File: src/rtl/tcb_arb_rr.sv
// Round-robin arbiter sharing one TCB subordinate between PN TCB managers.
// Grants one request per cycle, holds the grant while the device stalls, and
// tracks which port owns each in-flight response so errors return to the issuer.
module tcb_arb_rr #(
  parameter int AW  = 32,
  parameter int DW  = 32,
  parameter int BW  = DW/8,
  parameter int PN  = 3,
  parameter int DLY = 1
)(
  input  logic             clk,
  input  logic             rst_n,
  // manager-facing ports (one per requester)
  input  logic [PN-1:0]    sub_vld,
  input  logic [PN-1:0]    sub_wen,
  input  logic [PN*BW-1:0] sub_ben,
  input  logic [PN*AW-1:0] sub_adr,
  input  logic [PN*DW-1:0] sub_wdt,
  output logic [PN-1:0]    sub_rdy,
  output logic [DW-1:0]    sub_rdt,
  output logic [PN-1:0]    sub_err,
  // shared device port
  output logic             man_vld,
  output logic             man_wen,
  output logic [BW-1:0]    man_ben,
  output logic [AW-1:0]    man_adr,
  output logic [DW-1:0]    man_wdt,
  input  logic             man_rdy,
  input  logic [DW-1:0]    man_rdt,
  input  logic             man_err
);

  localparam int IW = (PN > 1) ? $clog2(PN) : 1;

  if (PN < 2) begin : g_chk_pn
    $error("tcb_arb_rr: PN must be at least 2");
  end
  if (DLY < 0 || DLY > 4) begin : g_chk_dly
    $error("tcb_arb_rr: DLY must be within 0..4");
  end

  logic [IW-1:0] ptr;       // last served port
  logic [IW-1:0] gnt_q;     // grant held across a stall
  logic          lck;       // grant is frozen while the device stalls
  logic [IW-1:0] gnt_srch;  // round-robin search result
  logic          srch_hit;
  logic [IW-1:0] gnt;       // effective grant this cycle
  logic          man_trn;
  int            cand_i;
  logic [IW-1:0] cand;

  // Round-robin search: first requester after the last served port, wrapping.
  always_comb begin
    gnt_srch = ptr;
    srch_hit = 1'b0;
    cand_i   = 0;
    cand     = '0;
    for (int k = 1; k <= PN; k++) begin
      cand_i = int'(ptr) + k;
      if (cand_i >= PN) cand_i = cand_i - PN;
      cand = IW'(cand_i);
      if (!srch_hit && sub_vld[cand]) begin
        gnt_srch = cand;
        srch_hit = 1'b1;
      end
    end
  end

  assign gnt     = lck ? gnt_q : gnt_srch;
  assign man_vld = lck ? sub_vld[gnt_q] : |sub_vld;
  assign man_trn = man_vld & man_rdy;

  assign man_wen = sub_wen[gnt];
  assign man_ben = sub_ben[int'(gnt)*BW +: BW];
  assign man_adr = sub_adr[int'(gnt)*AW +: AW];
  assign man_wdt = sub_wdt[int'(gnt)*DW +: DW];

  // Ready goes back only to the granted, requesting port.
  always_comb begin
    sub_rdy = '0;
    for (int i = 0; i < PN; i++) begin
      sub_rdy[i] = man_rdy & sub_vld[i] & (gnt == IW'(i));
    end
  end

  // Priority pointer and stall lock.
  always_ff @(posedge clk or negedge rst_n) begin
    if (!rst_n) begin
      ptr   <= IW'(PN-1);
      lck   <= 1'b0;
      gnt_q <= '0;
    end else begin
      if (man_vld && !man_rdy) begin
        lck   <= 1'b1;
        gnt_q <= gnt;
      end else if (man_trn) begin
        lck   <= 1'b0;
      end
      if (man_trn) ptr <= gnt;
    end
  end

  logic          own_vld;
  logic [IW-1:0] own_idx;

  if (DLY == 0) begin : g_own_comb
    assign own_vld = man_trn;
    assign own_idx = gnt;
  end else begin : g_own_pipe
    logic [DLY-1:0] vld_p;
    logic [IW-1:0]  idx_p [DLY];

    // Ownership valid bits: cleared on reset so in-flight responses are dropped.
    always_ff @(posedge clk or negedge rst_n) begin
      if (!rst_n) begin
        vld_p <= '0;
      end else begin
        vld_p[0] <= man_trn;
        for (int s = 1; s < DLY; s++) vld_p[s] <= vld_p[s-1];
      end
    end

    // Ownership index travels alongside its valid bit.
    always_ff @(posedge clk) begin
      idx_p[0] <= gnt;
      for (int s = 1; s < DLY; s++) idx_p[s] <= idx_p[s-1];
    end

    assign own_vld = vld_p[DLY-1];
    assign own_idx = idx_p[DLY-1];
  end

  assign sub_rdt = man_rdt;

  // Route the device error to the port that owns the current response.
  always_comb begin
    sub_err = '0;
    for (int i = 0; i < PN; i++) begin
      sub_err[i] = man_err & own_vld & (own_idx == IW'(i));
    end
  end

endmodule
File: config.mk
export PLATFORM = sky130hd
export DESIGN_NAME = tcb_arb_rr
export DESIGN_NICKNAME = d
export VERILOG_FILES = /design/src/rtl/tcb_arb_rr.sv
export SDC_FILE = /design/constraint.sdc
export NUM_CORES = 1
export LEC_CHECK = 0
export CAP_MARGIN = 20
export CORE_AREA = 5 5 135 137
export CTS_BUF_LIST = sky130_fd_sc_hd__clkbuf_8
export CTS_CLUSTER_SIZE = 20
export DETAILED_ROUTE_END_ITERATION = 7
export DIE_AREA = 0 0 140 142
export GPL_TIMING_DRIVEN = 0
export PLACE_DENSITY = 0.66
export SKIP_CTS_REPAIR_TIMING = 1
export SYNTH_ARGS = -nofsm -noshare
export SYNTH_HDL_FRONTEND = slang
export SYNTH_SLANG_ARGS = --single-unit
File: constraint.sdc
create_clock -name clk -period 3.22 [get_ports clk]
set_input_delay 0.644 -clock clk [delete_from_list [all_inputs] [get_ports clk]]
set_output_delay 0.644 -clock clk [all_outputs]
set_load 0.01 [all_outputs]
==> qor.csv, run 1 <==
stage;metric;value;unit
synthesis;synth unique cells;41;
setup_path;critical path type;reg2out;
finish;Antenna diodes;0;
clocking;maximum buffer depth of the clock tree;2;
timing;unrepaired setup endpoints after global routing;yes;
synthesis;number of synthesized register bits;8;
routing;remaining antenna violation count;0;
synthesis;share of the synthesized area in the top cell type;51.8;%
clocking;clk slew on worst S/H paths;0.05;ns
timing;final clock skew;0.00667;ns
routing;Vias/cell;4.15;
setup_path;CP peak stage delay;0.41;ns
setup_path;Max FO, Critical Path;6;
finish;Multi-input gate area;2640;um2
global_route;initial antenna violation count;0;
global_route;vias in the first global route;3750;
timing;final setup margin;-0.616;ns
global_route;global routing usage on met1;17.6;%
synthesis;Post-synth top cells;mux2i_1 (144), nand2_1 (73), buf_4 (34);
pwr;combinational share of power;95.8;%
synthesis;Synth Net Count;595;
placed_design;Final HPWL DP;13.1;mm
synthesis;EDFF count, synth;0;
pwr;PwrDens;1120;nW/um2
synthesis;Mapped Cells;345;
pwr;Leakage;3.10;nW
timing;final-report hold violation count;0;
setup_path;Worst Path Buf+Inv;5;
pwr;total power;7.98;mW
setup_path;element type at the critical path end;output port;
setup_path;slowest stage cell, crit path;dfrtp_2;
timing;Fmax;261;MHz
synthesis;async set-reset flop share out of synthesis;75.0;%
pwr;switching part of the total power;44.8;%
floorplanning;core region area;16900;um2
finish;# fillers;1687;
placed_design;# placed instances;889;
timing;min Tclk post-route;3.84;ns
routing;total wire length;16.3;mm
setup_path;delay-heaviest family, CP;buffers and inverters;
timing;final setup vio count;72;
finish;Layout Nets;952;
floorplanning;die area;19900;um2
floorplanning;Starting Density;16.4;%
synthesis;register area share after synthesis;6.88;%
worst_hold_path;Hold Path Class;reg2reg;
synthesis;Synth Cell Area;2780;um2
global_route;pin count of the biggest net entering global routing;11;
global_route;global route total overflow;0;
clocking;TritonCTS clock tree;yes;
placed_design;Placed Area;6550;um2
routing;drt drc;0;
setup_path;Worst EP required;2.58;ns
routing;iteration count of the initial detailed-routing pass;5;
setup_path;critical path data arrival time;3.19;ns
outcome;status;finished, violations left;
pwr;switching pwr;3.57;mW
clocking;H-tree depth;1;
floorplanning;Die Width;140;um
timing;Slew @ Worst Pin;0.459;ns
global_route;GR peak layer;met2;
finish;final instance area;7110;um2
timing;Final period util;119;%
timing;Final Max Tran Viols;0;
synthesis;most area-hungry cell type in the Yosys netlist;mux2i_1;
synthesis;top-count cell post-synth;mux2i_1;
global_route;met3 Use GR;2.99;%
timing;Rel. slew slack;69.1;%
finish;P&R area growth vs syn;155;%
routing;via total after detailed routing;3841;
synthesis;syn_area_per_cell;8.07;um2
floorplanning;IO Count;354;
clocking;CTS buffer count;3;
setup_path;CP cell instances;clkinvlp_4, ha_4, nor2b_2, a32oi_1, o21a_2, or3_4, a31oi_4, buf_12, buf_4, buf_4, mux2i_2, buf_2;
synthesis;YS warnings;0;
setup_path;startpoint types;register;
routing;initial detailed-routing violation count;103;
clocking;clock root buffer;clkbuf_8;
routing;routed len/inst;17.6;um
synthesis;Top FF cell, synth;dfrtp_1;
outcome;violated checks;setup timing;
pwr;maximum VDD drop;0.368;mV
synthesis;Synth area leaders;mux2i_1 (52%), nand2_1 (9.8%), buf_4 (9.2%);
clocking;Worst-Skew Late Latency;0.24;ns
finish;layout cells sized above 1;37.4;%
placed_design;Placer Congestion;0.811;
run;max-cap violation count;0;
setup_path;most frequent CP cell;buf_4;
clocking;clk sinks;8;
pwr;Flop pwr share;2.5;%
global_route;M2 GR Usage;25.4;%
pwr;clock network power share;1.6;%
timing;Min Hold Slack;0.552;ns
finish;final cell count without fillers;926;
pwr;internal power;4.41;mW
placed_design;port bufs;319;
global_route;first-pass GRT wire length;22.3;mm
finish;Reg area;193;um2
floorplanning;Rows;48;
floorplanning;Die Y;142;um
global_route;Tot GR Track Use;14.1;%
## state kept, by name, indices dropped and copies added, names as in the netlist
name,flops
g_own_pipe.vld_p,1
g_own_pipe.idx_p,2
ptr,2
gnt_q,2
lck,1
## worst paths after layout
check	start	to	slack [ns]	depth (start not counted)
max reg2reg	ptr[0]	gnt_q[1]	0.47	11
min reg2reg	ptr[1]	ptr[1]	0.55	2
max	ptr[0]	man_adr[28]	-0.62	12
min in group asynchronous	rst_n	g_own_pipe.vld_p	0.65	1
max in group asynchronous	rst_n	ptr[1]	2.28	1
min	ptr[1]	ptr[1]	0.55	2
## kinds of logic (layout without fill, tap and decap cells)
kind of cell	after synthesis	in the layout	synth area share, %
AO/OA/AOI/OAI	21	21	6.34
XOR/XNOR	1	1	0.315
adder cells (fa/ha/maj)	4	4	1.80
buffers and inverters	68	424	17.2
flip-flops	8	8	6.88
multiplexers	146	146	52.6
AND/OR/NAND/NOR	97	97	14.8
## cell type report
type / instances / area share (%)
timing repair buffer: 352 / 45.8
clock inverter: 1 / 0.0528
sequential: 8 / 2.71
buffer: 59 / 9.31
clock buffer: 3 / 0.581
multi-input combinational: 269 / 37.1
inverter: 9 / 0.528
tap: 225 / 3.96
## metrics by stage
stage               utilization (%)  setup TNS [ns]  setup slack, ns
floorplan                         -               0          0.00948
global placement               38.7         -107.48            -1.85
detailed placement             38.7         -107.35            -1.81
CTS                            38.9         -110.68            -1.88
global route                   42.0          -45.35           -0.745
finish                         42.0          -38.30           -0.616
## power groups by stage
stage	Combinational, mW	Clock [mW]	Sequential [mW]
CTS	6.64	0.133	0.203
floorplan	3.96	0	0.190
global route	8.12	0.136	0.210
global placement	6.63	0	0.203
finish	7.65	0.130	0.202
detailed placement	6.63	0	0.204
## worst register-to-register path, cell delays in order (launching register included)
cell,delay [ns]
dfrtp_2,0.41
clkinvlp_4,0.19
ha_4,0.30
nor2b_2,0.21
a32oi_1,0.11
o21a_2,0.26
or3_4,0.38
a31oi_4,0.27
buf_12,0.16
buf_4,0.11
buf_12,0.13
mux2i_1,0.08
## cell usage in the layout, fill, tap and decap left out, drive strengths merged, types with 2 or more instances in the layout
| cell type | n |
|---|---|
| mux2 | 2 |
| mux2i | 144 |
| buf | 142 |
| dlymetal6s2s | 2 |
| nand2b | 3 |
| nand2 | 73 |
| nor3b | 2 |
| dfrtp | 5 |
| clkdlybuf4s50 | 246 |
| ha | 4 |
| and2 | 2 |
| a21oi | 3 |
| nor2 | 7 |
| o221ai | 2 |
| and4 | 2 |
| clkbuf | 24 |
| nor2b | 3 |
| dfxtp | 2 |
| inv | 9 |
| a211oi | 2 |
| o21ai | 3 |
| nand3 | 2 |
## per-layer routing
layer	routed length [um]	vias to the layer above
met1	6650	1762
met2	8390	170
met3	965	23
li1	-	1886
met4	330	0
met5	0	-
No activity file was read; power rests on OpenSTA's default activity.
==> inputs of run 2 (changes only) <==
--- a/config.mk
+++ b/config.mk
@@ -15,4 +15,5 @@
 export PLACE_DENSITY = 0.66
 export SKIP_CTS_REPAIR_TIMING = 1
+export SLEW_MARGIN = 5
 export SYNTH_ARGS = -nofsm -noshare
 export SYNTH_HDL_FRONTEND = slang
==> constraint.sdc (replaced) <==
create_clock -name clk -period 3.22 [get_ports clk]
set_input_delay 0.483 -clock clk [delete_from_list [all_inputs] [get_ports clk]]
set_output_delay 0.483 -clock clk [all_outputs]
set_load 0.01 [all_outputs]
==> run 2 against run 1 <==
  * The flow still finishes with violations (setup timing)
  * Setup slack improved by 0.26 ns
  * Clock skew increased by 0.0029 ns
  * Non-clock buffer count fell by 16
  * Fmax is 7.4% higher
  * Largest cell class unchanged
  * Largest power group unchanged
==> qor.csv, run 2 (same netlist as run 1, synthesis figures left out) <==
stage;metric;value;unit;change
timing;unrepaired setup endpoints after global routing;yes;;
timing;Min Hold Slack;0.498;ns;-0.0539 ns
setup_path;critical path data arrival time;3.09;ns;-0.10 ns
finish;# fillers;1773;;+5.1%
clocking;clock root buffer;clkbuf_8;;
finish;commonest non-fill, non-tap cell in the layout;clkdlybuf4s50_1;;
timing;Final period util;111;%;-8.2 points
floorplanning;IO Count;354;;unchanged
floorplanning;Die Width;140;um;unchanged
timing;final setup margin;-0.351;ns;+0.265 ns
placed_design;port bufs;319;;unchanged
finish;Reg area;193;um2;unchanged
finish;most frequent cells in the layout;clkdlybuf4s50_1 (246), mux2i_1 (133), nand2_1 (72);;
clocking;H-tree depth;1;;unchanged
placed_design;Final HPWL DP;12.4;mm;-5.1%
finish;Layout Nets;936;;-1.7%
timing;Rel. slew slack;71.6;%;+2.5 points
floorplanning;Starting Density;16.4;%;unchanged
finish;Antenna diodes;0;;unchanged
timing;Slew @ Worst Pin;0.422;ns;-0.0371 ns
pwr;internal power;3.49;mW;-21%
placed_design;pre-CTS WS;-1.53;ns;+0.282 ns
setup_path;Worst EP required;2.74;ns;+0.16 ns
clocking;clk slew on worst S/H paths;0.05;ns;about the same
run;max-cap violation count;0;;unchanged
setup_path;critical path type;reg2out;;
global_route;global route total overflow;0;;unchanged
outcome;status;finished, violations left;;
placed_design;Placer Congestion;0.851;;+4.9%
routing;routed len/inst;16.9;um;-4.4%
finish;Multi-input gate area;2260;um2;-14%
timing;final clock skew;0.00955;ns;+0.00288 ns
finish;Final Util;38.5;%;-3.4 points
global_route;pin count of the biggest net entering global routing;11;;unchanged
global_route;Tot GR Track Use;12.9;%;-1.3 points
finish;final cell count without fillers;910;;-1.7%
routing;total wire length;15.4;mm;-6.0%
routing;initial detailed-routing violation count;99;;-3.9%
routing;Vias/cell;4.12;;-0.68%
clocking;CTS buffer count;3;;unchanged
pwr;Leakage;3.16;nW;+2.0%
setup_path;Max FO, Critical Path;10;;+4
timing;Final Max Tran Viols;0;;unchanged
routing;drt drc;0;;unchanged
clocking;TritonCTS clock tree;yes;;
routing;remaining antenna violation count;0;;unchanged
finish;layout cells sized above 1;25.1;%;-12 points
setup_path;startpoint types;register;;
floorplanning;die area;19900;um2;unchanged
timing;Fmax;280;MHz;+7.4%
outcome;violated checks;setup timing;;
finish;P&R area growth vs syn;135;%;
pwr;total power;6.62;mW;-17%
pwr;maximum VDD drop;0.420;mV;+14%
pwr;switching part of the total power;47.3;%;+2.5 points
pwr;switching pwr;3.13;mW;-12%
worst_hold_path;Hold Path Class;in2async;;
routing;via total after detailed routing;3749;;-2.4%
floorplanning;core region area;16900;um2;unchanged
timing;min Tclk post-route;3.57;ns;-0.265 ns
timing;final setup vio count;72;;unchanged
global_route;vias in the first global route;3836;;+2.3%
pwr;combinational share of power;94.9;%;-0.9 points
floorplanning;Die Y;142;um;unchanged
pwr;clock network power share;1.9;%;+0.3 points
routing;iteration count of the initial detailed-routing pass;4;;-1
placed_design;# placed instances;889;;unchanged
finish;biggest regs;g_own_pipe.idx_p: 2 flops, gnt_q: 2 flops, ptr: 2 flops;;
global_route;initial antenna violation count;0;;unchanged
setup_path;element type at the critical path end;output port;;
pwr;PwrDens;1010;nW/um2;-9.6%
clocking;maximum buffer depth of the clock tree;2;;unchanged
timing;final-report hold violation count;0;;unchanged
clocking;clk sinks;8;;unchanged
floorplanning;Rows;48;;unchanged
pwr;Flop pwr share;3.2;%;+0.7 points
clocking;Worst-Skew Late Latency;0.23;ns;about the same
global_route;first-pass GRT wire length;20.8;mm;-6.5%
-- run 2: cell types whose count changed in the layout (fill, tap and decap cells not counted), sizes merged --
| cell | delta |
|---|---|
| buf | -28 |
| clkbuf | +6 |
| clkinvlp | -1 |
| inv | +1 |
| dlymetal6s2s | +6 |
-- run 2: path summary, 6_finish.rpt --
kind	from	to	slack (ns)	depth (start not counted)
max	ptr[1]	man_wdt[14]	-0.35	12
min	rst_n	lck	0.50	1
max reg2reg	ptr[1]	gnt_q[1]	0.46	12
min reg2reg	gnt_q[1]	gnt_q[1]	0.55	2
max in group asynchronous	rst_n	ptr[1]	2.44	1
min in group clk	gnt_q[1]	gnt_q[1]	0.55	2
-- run 2: power groups by stage --
stage,Clock [mW],Sequential (mW),Combinational [mW]
2_1_floorplan,0,0.188,3.31
4_1_cts,0.128,0.202,5.96
3_5_place_dp,0,0.203,5.94
3_3_place_gp,0,0.202,5.93
5_1_grt,0.134,0.224,6.78
6_report,0.123,0.215,6.29
-- run 2: area by class of cell --
class                           count  area share (%)
Timing Repair Buffer              336            47.9
Buffer                             59            8.91
Tap cell                          225            4.31
Inverter                            9           0.594
Sequential cell                     8            2.95
Clock buffer                        3           0.633
Clock inverter                      1          0.0575
Multi-Input combinational cell    269            34.6
-- run 2: critical path, cell delays in order, from the launching register on --
cell      delay, ns
dfstp_2        0.57
inv_4          0.06
ha_4           0.29
nand2_2        0.04
a2111o_1       0.32
o21a_2         0.16
or3_4          0.40
a31oi_4        0.22
buf_12         0.14
buf_12         0.12
buf_12         0.14
mux2i_2        0.22
buf_2          0.17
-- run 2: per-stage QoR --
stage	area [um2]	setup TNS, ns
6_report	6530	-20.05
5_1_grt	6530	-26.77
4_1_cts	6300	-103.30
3_5_place_dp	6260	-85.07
3_3_place_gp	6260	-85.11
2_1_floorplan	2780	0
-- run 2: per-layer routing --
layer / track usage (%) / share of wire [%] / up-vias
li1: - / - / 1860
met1: 15.4 / 40 / 1668
met2: 23.7 / 50 / 207
met3: 3.26 / 8.3 / 14
met4: 2.04 / 1.2 / 0
met5: 0 / 0 / -
==> inputs of run 3 (changes only) <==
CORE_AREA = 2 2 136 138   (was 5 5 135 137)
DIE_AREA = 0 0 138 140   (was 0 0 140 142)
PLACE_DENSITY = 0.64   (was 0.66)
==> run 3 against run 2 <==
  * The flow still finishes with violations (setup timing)
  * Total power up 8.1%
  * Final cell count up 2.7%
  * Wire length down 4.0%
  * Sequential share of layout area down 0.10 points
  * Clock power about the same
  * Clock skew down 0.0041 ns
  * Critical endpoint is now man_adr[0]
  * Largest cell class unchanged
==> qor.csv, run 3 (same netlist as run 1, synthesis figures left out) <==
stage;metric;value;unit;change
setup_path;Worst EP required;2.74;ns;about the same
routing;initial detailed-routing violation count;84;;-15%
finish;Layout Nets;957;;+2.2%
placed_design;Placed Area;6260;um2;about the same
timing;final clock skew;0.00540;ns;-0.00415 ns
clocking;Worst-Skew Late Latency;0.23;ns;about the same
placed_design;# placed instances;893;;+0.45%
timing;final setup vio count;72;;unchanged
pwr;total power;7.16;mW;+8.1%
placed_design;Placer Congestion;0.850;;-0.14%
setup_path;Reg-to-Reg Start;ptr[0];;
finish;Final Util;38.0;%;-0.53 points
pwr;Leakage;3.21;nW;+1.6%
floorplanning;IO Count;354;;unchanged
pwr;switching part of the total power;45.5;%;-1.8 points
finish;layout cells sized above 1;29.3;%;+4.2 points
routing;drt drc;0;;unchanged
timing;Min Hold Slack;0.501;ns;+0.00368 ns
clocking;CTS buffer count;3;;unchanged
worst_hold_path;Hold Path Class;in2async;;
finish;Antenna diodes;0;;unchanged
finish;commonest non-fill, non-tap cell in the layout;clkdlybuf4s50_1;;
global_route;first-pass GRT wire length;20.8;mm;-0.20%
routing;via total after detailed routing;3827;;+2.1%
finish;biggest regs;g_own_pipe.idx_p: 2 flops, gnt_q: 2 flops, ptr: 2 flops;;
pwr;switching pwr;3.25;mW;+3.9%
clocking;maximum buffer depth of the clock tree;2;;unchanged
timing;Fmax;271;MHz;-3.1%
finish;most frequent cells in the layout;clkdlybuf4s50_1 (246), mux2i_1 (124), nand2_1 (72);;
finish;Reg area;193;um2;unchanged
outcome;violated checks;setup timing;;
setup_path;slowest stage cell, crit path;dfrtp_2;;
timing;final setup margin;-0.467;ns;-0.116 ns
pwr;maximum VDD drop;0.451;mV;+7.4%
timing;min Tclk post-route;3.69;ns;+0.116 ns
setup_path;startpoint types;register;;
floorplanning;Rows;49;;+2.1%
timing;Rel. slew slack;69.8;%;-1.8 points
placed_design;port bufs;319;;unchanged
placed_design;Final HPWL DP;11.7;mm;-5.8%
clocking;H-tree depth;1;;unchanged
routing;routed len/inst;15.8;um;-6.5%
timing;Final Max Tran Viols;0;;unchanged
routing;remaining antenna violation count;0;;unchanged
setup_path;Max FO, Critical Path;8;;-2
finish;P&R area growth vs syn;143;%;
clocking;clk sinks;8;;unchanged
global_route;global route total overflow;0;;unchanged
setup_path;R2R Setup Slk;0.52;ns;+0.06 ns
outcome;status;finished, violations left;;
floorplanning;core region area;17800;um2;+5.0%
setup_path;CP cell instances;inv_2, ha_1, mux2_2, a21bo_2, or3_4, a31oi_4, buf_6, buf_12, buf_4, buf_4, mux2i_2, buf_2;;
finish;Multi-input gate area;2320;um2;+2.7%
timing;final-report hold violation count;0;;unchanged
global_route;pin count of the biggest net entering global routing;11;;unchanged
timing;final setup TNS;-23.03;ns;-2.97 ns
global_route;initial antenna violation count;0;;unchanged
floorplanning;die area;19300;um2;-2.8%
timing;Final period util;115;%;+3.6 points
setup_path;most frequent CP cell;buf_4;;
clocking;TritonCTS clock tree;yes;;
setup_path;R2R Path End;gnt_q[1];;
finish;final cell count without fillers;935;;+2.7%
floorplanning;Starting Density;15.7;%;-0.78 points
pwr;PwrDens;1060;nW/um2;+4.4%
routing;Vias/cell;4.09;;-0.65%
setup_path;Worst Path Buf+Inv;6;;+1
floorplanning;Die Y;140;um;-1.4%
pwr;Flop pwr share;2.9;%;-0.3 points
routing;total wire length;14.7;mm;-4.0%
setup_path;critical path data arrival time;3.20;ns;+0.11 ns
global_route;vias in the first global route;3759;;-2.0%
finish;final instance area;6760;um2;+3.5%
clocking;clk slew on worst S/H paths;0.04;ns;about the same
setup_path;CP peak stage delay;0.46;ns;-0.11 ns
setup_path;critical path type;reg2out;;
run;max-cap violation count;0;;unchanged
clocking;clock root buffer;clkbuf_8;;
placed_design;pre-CTS WS;-1.56;ns;-0.0312 ns
routing;iteration count of the initial detailed-routing pass;4;;unchanged
setup_path;element type at the critical path end;output port;;
global_route;Tot GR Track Use;13.3;%;+0.42 points
timing;Slew @ Worst Pin;0.448;ns;+0.0261 ns
pwr;internal power;3.90;mW;+12%
pwr;clock network power share;1.7;%;-0.2 points
setup_path;delay-heaviest family, CP;buffers and inverters;;
finish;# fillers;1889;;+6.5%
timing;unrepaired setup endpoints after global routing;yes;;
setup_path;Reg2Reg Depth;10;;-2
floorplanning;Die Width;138;um;-1.4%
pwr;combinational share of power;95.4;%;+0.5 points
run 3: power groups by stage:
stage                     sequential, mW  clock (mW)  combinational, mW
after CTS                          0.201       0.128               5.95
after floorplan                    0.188           0               3.31
final                              0.206       0.124               6.83
after global routing               0.215       0.133               7.30
after global placement             0.201           0               5.92
after detailed placement           0.201           0               5.92
run 3: worst max-delay path by stage:
stage,start,cells after the start,slack (ns),to
2_1_floorplan,ptr[1],10,0.03,man_adr[19]
3_3_place_gp,ptr[0],11,-1.56,man_adr[13]
3_5_place_dp,ptr[0],11,-1.56,man_adr[13]
4_1_cts,ptr[0],11,-1.82,man_adr[13]
5_1_grt,ptr[0],12,-0.56,man_adr[0]
6_report,ptr[0],12,-0.47,man_adr[0]
run 3: layout make-up:
cell class / count / area share (%)
inverters: 9 / 0.500
clock buffers: 3 / 0.611
flip-flops and latches: 8 / 2.85
repair buffers: 357 / 48.5
well taps: 229 / 4.24
multi-input cells: 269 / 34.3
clock inverters: 1 / 0.0556
plain buffers: 59 / 8.96
run 3: metal layers:
layer / global-route usage (%) / part of all wire (%) / vias to the layer above
li1: - / - / 1901
met1: 16.4 / 41 / 1734
met2: 24.8 / 52 / 186
met3: 2.63 / 6.4 / 6
met4: 1.07 / 0.62 / 0
met5: 0 / 0 / -
